**src/rtl/id_register_bank_pkg.sv**
```systemverilog
// -----------------------------------------------------------------------------
// id_register_bank_pkg
// Shared constants for the decode-stage register file.
//   B_DEFAULT   : default data width of every register and data port
//   D_DEFAULT   : default register address width (bank depth = 2**D)
//   REG_ZERO    : address of the hard-wired zero register
//   RESET_VALUE : value every register and ID/EX output clears to
// -----------------------------------------------------------------------------
package id_register_bank_pkg;

    localparam int B_DEFAULT = 32;
    localparam int D_DEFAULT = 5;

    localparam logic [D_DEFAULT-1:0] REG_ZERO    = {D_DEFAULT{1'b0}};
    localparam logic [B_DEFAULT-1:0] RESET_VALUE = {B_DEFAULT{1'b0}};

endpackage : id_register_bank_pkg

```
**src/rtl/id_register_bank_mux2.sv**
```systemverilog
// -----------------------------------------------------------------------------
// id_register_bank_mux2
// Generic 2:1 multiplexer used for the write-back bypass select.
// Ports:
//   item_a   in  W  selected when sel=0 (bank read data)
//   item_b   in  W  selected when sel=1 (write-back data)
//   sel      in  1  select
//   item_out out W  selected item
// -----------------------------------------------------------------------------
module id_register_bank_mux2 #(
    parameter int W = 32
) (
    input  logic [W-1:0] item_a,
    input  logic [W-1:0] item_b,
    input  logic         sel,
    output logic [W-1:0] item_out
);

    assign item_out = sel ? item_b : item_a;

endmodule : id_register_bank_mux2

```
**src/rtl/id_register_bank.sv**
```systemverilog
// -----------------------------------------------------------------------------
// id_register_bank
// Decode-stage register file with write-back bypass, registered ID/EX operand
// outputs (flush > stall > load) and a combinational debug read port.
// Ports:
//   clk         in   1  system clock, rising edge
//   rst_n       in   1  asynchronous reset, active low
//   RegWrite    in   1  write-back enable
//   write_reg   in   D  write-back destination register
//   write_data  in   B  write-back data
//   read_reg1   in   D  source register rs
//   read_reg2   in   D  source register rt
//   stall       in   1  hold ID/EX outputs
//   flush       in   1  zero ID/EX outputs
//   read_data1  out  B  registered operand 1
//   read_data2  out  B  registered operand 2
//   dbg_reg     in   D  debug read address
//   dbg_data    out  B  combinational bank read, no bypass
// -----------------------------------------------------------------------------
module id_register_bank
    import id_register_bank_pkg::*;
#(
    parameter int B = B_DEFAULT,
    parameter int D = D_DEFAULT
) (
    input  logic         clk,
    input  logic         rst_n,
    input  logic         RegWrite,
    input  logic [D-1:0] write_reg,
    input  logic [B-1:0] write_data,
    input  logic [D-1:0] read_reg1,
    input  logic [D-1:0] read_reg2,
    input  logic         stall,
    input  logic         flush,
    output logic [B-1:0] read_data1,
    output logic [B-1:0] read_data2,
    input  logic [D-1:0] dbg_reg,
    output logic [B-1:0] dbg_data
);

    localparam int                DEPTH     = 2 ** D;
    localparam logic [D-1:0]      ADDR_ZERO = D'(REG_ZERO);
    localparam logic [B-1:0]      DATA_ZERO = B'(RESET_VALUE);

    logic [B-1:0] r_bank [0:DEPTH-1];

    logic [D-1:0] w_rd_addr  [0:1];
    logic [B-1:0] w_bank_rd  [0:1];
    logic         w_bypass   [0:1];
    logic [B-1:0] w_mux_out  [0:1];
    logic [B-1:0] w_operand  [0:1];
    logic [B-1:0] r_read_data[0:1];
    logic         w_wr_en;

    // Register 0 is never written, so it stays at its reset value of zero.
    assign w_wr_en = RegWrite && (write_reg != ADDR_ZERO);

    always_ff @(posedge clk or negedge rst_n) begin
        if (!rst_n) begin
            for (int i = 0; i < DEPTH; i++) begin
                r_bank[i] <= DATA_ZERO;
            end
        end else if (w_wr_en) begin
            r_bank[write_reg] <= write_data;
        end
    end

    assign w_rd_addr[0] = read_reg1;
    assign w_rd_addr[1] = read_reg2;

    generate
        for (genvar gi = 0; gi < 2; gi++) begin : g_read_port
            assign w_bank_rd[gi] = r_bank[w_rd_addr[gi]];
            // Forward the write-back result when it targets this source, so a
            // write and a dependent read in the same cycle see the new value.
            assign w_bypass[gi]  = RegWrite && (write_reg == w_rd_addr[gi]);

            id_register_bank_mux2 #(
                .W (B)
            ) u_bypass_mux (
                .item_a   (w_bank_rd[gi]),
                .item_b   (write_data),
                .sel      (w_bypass[gi]),
                .item_out (w_mux_out[gi])
            );

            // Zero check wins over bypass: a write-back aimed at r0 must not leak.
            assign w_operand[gi] = (w_rd_addr[gi] == ADDR_ZERO) ? DATA_ZERO : w_mux_out[gi];

            always_ff @(posedge clk or negedge rst_n) begin
                if (!rst_n) begin
                    r_read_data[gi] <= DATA_ZERO;
                end else if (flush) begin
                    r_read_data[gi] <= DATA_ZERO;
                end else if (!stall) begin
                    r_read_data[gi] <= w_operand[gi];
                end
            end
        end
    endgenerate

    assign read_data1 = r_read_data[0];
    assign read_data2 = r_read_data[1];

    assign dbg_data = (dbg_reg == ADDR_ZERO) ? DATA_ZERO : r_bank[dbg_reg];

endmodule : id_register_bank
```
**config.mk**
```make
export PLATFORM = sky130hd
export DESIGN_NAME = id_register_bank
export DESIGN_NICKNAME = d
export VERILOG_FILES = /design/src/rtl/id_register_bank_pkg.sv /design/src/rtl/id_register_bank_mux2.sv /design/src/rtl/id_register_bank.sv
export SDC_FILE = /design/constraint.sdc
export NUM_CORES = 2
export LEC_CHECK = 0
export ABC_AREA = 0
export ABC_CLOCK_PERIOD_IN_PS = 2550
export BUFFER_PORTS_ARGS = -buffer_cell sky130_fd_sc_hd__buf_2
export CAP_MARGIN = 5
export CORE_MARGIN = 4
export CORE_UTILIZATION = 40
export CTS_BUF_LIST = sky130_fd_sc_hd__clkbuf_8
export DETAILED_ROUTE_END_ITERATION = 8
export HOLD_SLACK_MARGIN = 0.12
export SYNTH_ARGS = -nofsm -noshare
export SYNTH_HDL_FRONTEND = slang
export SYNTH_SLANG_ARGS = --single-unit
```
**constraint.sdc**
```tcl
create_clock -name clk -period 2.55 [get_ports clk]
set_input_delay 0.1275 -clock clk [delete_from_list [all_inputs] [get_ports clk]]
set_output_delay 0.1275 -clock clk [all_outputs]
set_load 0.005 [all_outputs]
```
Yosys cells after proc, flatten, opt, wreduce, memory -nomap -nowiden
Cells that the tools add are included.
- flip-flop bits (word level): 1088
- bits of input ports: 57
- output and inout port bits: 96
- word-level logic and storage cells: 75
- magnitude comparators: 5
- equal/unequal tests: 3
- multiplexer cells: 21
- bitwise logic cells: 4
- reduce and logical (&&, ||, !) cells: 8
- operators by type and width (operator ; number):
    1024-bit bitwise mux ; 1
    32-bit 2-to-1 mux ; 16
    32-bit binary-select mux with 5-bit select ; 3
    32-bit demux with 5-bit select ; 1
    6-bit >= comparator (second input constant) ; 4
    5-bit NOT with 6-bit output ; 4
    5-bit logical NOT ; 3
    5-bit equality test ; 2
    6-bit by 1-bit < comparator with 1-bit output (second input constant) ; 1
    5-bit nonzero test ; 1
    1-bit logical AND ; 4
    2-bit by 1-bit != test with 1-bit output (second input constant) ; 1

Logic depth before layout (Yosys ltp)
- depth in word-level cells: 8
- depth in mapped cells: 10
- depth with buffers taken out: 5

Modules after synthesis
From an unflattened synthesis, not the netlist that was laid out.
- cells, all modules: 4355
- area total of the unflattened synthesis: 65658.0 µm²
- by module, submodules not included (module ; times used ; cells an instance ; area each (µm²)):
    id_register_bank ; 1 ; 4283 ; 64569.4
    id_register_bank_mux2 ; 2 ; 36 ; 544.3

Worst setup path before layout
No wires, ideal clock.
- path type: in2out
- start point: in dbg_reg[1]
- end point: out dbg_data[0]
- arrival time: 1827 ps
- required time: 2423 ps
- setup slack: 596 ps
- cell stages on the path: 7
- path buffers: 4
- cell sequence: buf_2 buf_4 buf_2 clkbuf_1 mux4_2 a2111oi_0 nor3_1
- longest elaborated chain between the ends: 5
- ends and longest elaborated chain (element ; RTL line ; RTL):
    start: declaration ; id_register_bank.sv:37 ; input logic [D-1:0] dbg_reg,
    5-bit NOT with 6-bit output (not written as such) ; id_register_bank.sv:105 ; assign dbg_data = (dbg_reg == ADDR_ZERO) ? DATA_ZERO : r_bank[dbg_reg];
    32-bit binary-select mux with 5-bit select ; id_register_bank.sv:105 ;
    32-bit 2-to-1 mux (not written as such) (2 in a row) ; id_register_bank.sv:105 ;
    32-bit 2-to-1 mux * ; id_register_bank.sv:105 ;
    end: declaration ; id_register_bank.sv:38 ; output logic [B-1:0] dbg_data
Every way passes the cells marked *; elsewhere a longest branch is shown, timed or not. The select of a mux whose other input is x is not followed.

Worst setup path after layout
- start point: reg r_bank[621] (netlist name)
- end point: out dbg_data[13]
- longest elaborated chain between the ends: 4
- ends and longest elaborated chain (element ; RTL line ; RTL):
    start: declaration ; id_register_bank.sv:45 ; logic [B-1:0] r_bank [0:DEPTH-1];
    start signal: indexed assignment ; id_register_bank.sv:64 ; r_bank[write_reg] <= write_data;
    32-bit binary-select mux with 5-bit select ; id_register_bank.sv:105 ;
    32-bit 2-to-1 mux (not written as such) (2 in a row) ; id_register_bank.sv:105 ;
    32-bit 2-to-1 mux ; id_register_bank.sv:105 ;
Every way passes these cells. The select of a mux whose other input is x is not followed.

==> flow_summary.ini <==
[yosys]
synth_seq_cells = 1088
synth_edf_count = 0
yosysWarnings = 0
synthesis.nets = 4749
synthTopCellsByArea = dfrtp_1 41%, mux4_2 23%, mux2_2 19%
ys_types = 53
synth_commonest_cells = 1088 x dfrtp_1, 1086 x mux2_2, 670 x mux4_2
syn_area_per_cell_sq_um = 14.06
yosysSeqAreaShare = 0.4127
synth_cells = 4692
yosysMostFrequentCell = dfrtp_1
synth_area_leader_cell = dfrtp_1
synthesis.area_sq_um = 65980
synthFlopType = dfrtp_1
synth-async-reset-ratio = 1.000
netlist.area_leader.share = 0.4127

[cts]
clockBufferDepth = 3
clkTransAtPathRegs_ns = 0.07
root_buffer = clkbuf_8
cts_made_buffers = 191
cts_tree = done
clock_sinks = 1088
clk_latency_ns = 0.96
htree_levels = 4

[worst_setup_path]
path_cells = mux4_2 > mux2i_1 > nor2b_1 > a2111oi_2 > buf_4 > nor3_4 > buf_2
worstRegToRegCells = 7
rr_endpoint = read_data2[11]
critPathCaptureType = output pin
setup.worst_path.start_class = flop
cp.required_ns = 2.42
crit_slowest_cell = mux4_2
cp_max_fo = 4
critPathArrivalTime_ns = 2.81
r2r_start = r_bank[203]
path_class = reg -> out
max_stage_delay_ns = 0.46
ff2ff_setup_slack_ns = 0.14

[global_routing]
antenna_found_initial = 22
grt-ovfl-total = 0
grt_pass1_vias = 50190
grt_max_degree = 106
track_usage = 0.2969
grt_pass1_wl_microns = 372000

[power_and_ir_drop]
cellPowerDensity_nw_per_um2 = 709.1
ir_drop_mv = 0.5683
power.total_mw = 55.47
p_leak_nw = 33.72

[timing]
hold_violations = 0
finalMaxSlewViolations = 0
hold_ws_ns = 0.2032
final.min_clock_period_ns = 2.935
timing.final.crit_share = 1.151
finalSetupViolations = 33
worst_slack_ns = -0.3849
fmax_mhz = 340.7
rsz0062_at_grt = yes
fin_skew_ns = 0.04115
relSlewSlack = 0.07479
tightest_slew_ns = 1.385

[worst_hold_path]
min_from = write_reg[1]
worstHoldEndpoint = r_bank[798]
hold_path.class = in -> reg
whs_path_depth = 5

[floorplan]
die_x_microns = 414.1
die_y_microns = 414.1
io_pins = 153
dieArea_sq_um = 171500
rows = 148
initial_utilization = 0.4040
core_sq_um = 163300

[drt]
drcViolationCount = 0
via_count = 49250
initialDrtViolationCount = 6147
wl_microns = 260100
viasPerCell = 6.663
dr.pass1.iters = 6
routedWlPerCell_microns = 35.18
drt.antenna.violating_nets = 0

[final_layout]
nets = 5103
final_cells = 7392
drive_above_1_share = 0.5396
area_growth_pct = 18.57
fillers = 14390

[run_status]
violations = setup timing
status = finished, violations left

[flow_run]
cap_viol_max_count = 0

[placement]
port_buffers = 152
hpwlAfterDp_microns = 156800
gp_congestion = 0.8731
dp_cells = 6816
what timing repair did:
item / in CTS / in global routing
setup buffers: 95 / 36
hold buffers: 84 / 3
cloned: 0 / 3
endpoints found under the hold margin: 2144 / 7
endpoints found under the setup margin: 32 / 43
pin swaps: 37 / 19
gates resized for setup: 95 / 35
worst max path at each step:
stage           startpoint      endpoint
3_3_place_gp    dbg_reg[0]  dbg_data[12]
2_1_floorplan   dbg_reg[1]   dbg_data[0]
6_report       r_bank[621]  dbg_data[13]
4_1_cts        r_bank[592]  dbg_data[16]
3_5_place_dp    dbg_reg[0]  dbg_data[12]
5_1_grt        r_bank[557]  dbg_data[13]
cell type report:
type / count / area, sq um / area share
diodes: 15 / 37.54 / 0.0004798
clock buffers: 245 / 3372 / 0.04310
clock inverters: 104 / 732.0 / 0.009357
inverters: 38 / 142.6 / 0.001823
multi-input cells: 3016 / 37060 / 0.4738
flip-flops and latches: 1088 / 27230 / 0.3480
well taps: 2175 / 2721 / 0.03479
repair buffers: 711 / 6935 / 0.08866
where the power goes:
part	leakage (nW)	internal (mW)	total (mW)	switching [mW]
clock	2.34	9.49	17.6	8.10
sequential	14.0	20.4	23.6	3.14
combinational	17.4	8.50	14.3	5.82
total	33.7	38.4	55.5	17.1
sequential cells by signal, indices dropped and copies added (netlist names):
signal      flops
read_data2     32
r_bank       1024
read_data1     32
through the flow:
step | worst slack (ns) | cell area [sq um] | TNS (ns) | util
after global placement | -0.3351 | 71530 | -2.375 | 0.4380
final | -0.3849 | 78230 | -8.856 | 0.4790
after global routing | -0.4912 | 78210 | -12.03 | 0.4789
after CTS | -0.5063 | 77630 | -12.14 | 0.4753
after detailed placement | -0.3504 | 71530 | -2.447 | 0.4380
after floorplan | 0.5956 | 65980 | 0 | -
layer usage:
metal / global-route usage / wire length [microns] / vias up / share of wire
li1: - / - / 19170 / -
met2: 0.4497 / 117500 / 3070 / 0.45
met4: 0.1654 / 16280 / 2 / 0.063
met5: 0.003056 / 8 / - / 0.000031
met1: 0.3846 / 98980 / 26220 / 0.38
met3: 0.08434 / 27340 / 793 / 0.11
critical path: cells and delay by family, from the launching register on:
kind / cells / cell delay (ns)
AOI/OAI and AO/OA: 1 / 0.36
buffers and inverters: 2 / 0.34
DFF: 1 / 0.40
muxes: 2 / 0.61
and+or+nand+nor: 2 / 0.13
cells by family (layout without fill, tap and decap cells):
kind of cell	count (synthesis)	after routing	synth area share
AO/OA/AOI/OAI	435	435	0.05158
XOR/XNOR	10	10	0.001327
buffers and inverters	588	1098	0.04037
flip-flops	1088	1088	0.4127
multiplexers	2001	2001	0.4512
other	0	15	0
AND/OR/NAND/NOR	570	570	0.04284
cell usage in the layout (no fill, tap or decap), types with 9 or more instances in the layout:
| cell | n |
|---|---|
| dfrtp_1 | 1088 |
| nor3_2 | 9 |
| a221oi_4 | 11 |
| or3_1 | 32 |
| o311ai_0 | 29 |
| mux4_2 | 670 |
| o221ai_1 | 26 |
| nor2_4 | 19 |
| mux2_4 | 12 |
| a22oi_1 | 32 |
| buf_12 | 125 |
| nor2_1 | 40 |
| buf_4 | 353 |
| inv_1 | 88 |
| a2111oi_2 | 16 |
| inv_6 | 9 |
| a211oi_1 | 37 |
| o2111a_1 | 30 |
| clkinv_2 | 28 |
| mux2i_1 | 240 |
| mux2_2 | 1074 |
| dlygate4sd3_1 | 82 |
| a21oi_1 | 33 |
| and3_1 | 33 |
| a221oi_2 | 12 |
| o2111ai_1 | 30 |
| clkbuf_8 | 245 |
| o22ai_1 | 25 |
| o21ai_0 | 63 |
| nor2b_1 | 50 |
| nand2_4 | 14 |
| diode_2 | 15 |
| nor4b_1 | 31 |
| buf_2 | 132 |
| nand2_1 | 226 |
| nor3_1 | 45 |
| a221o_1 | 32 |
| a221oi_1 | 38 |
| nand2b_1 | 31 |
(Power assumes the default switching activity.)
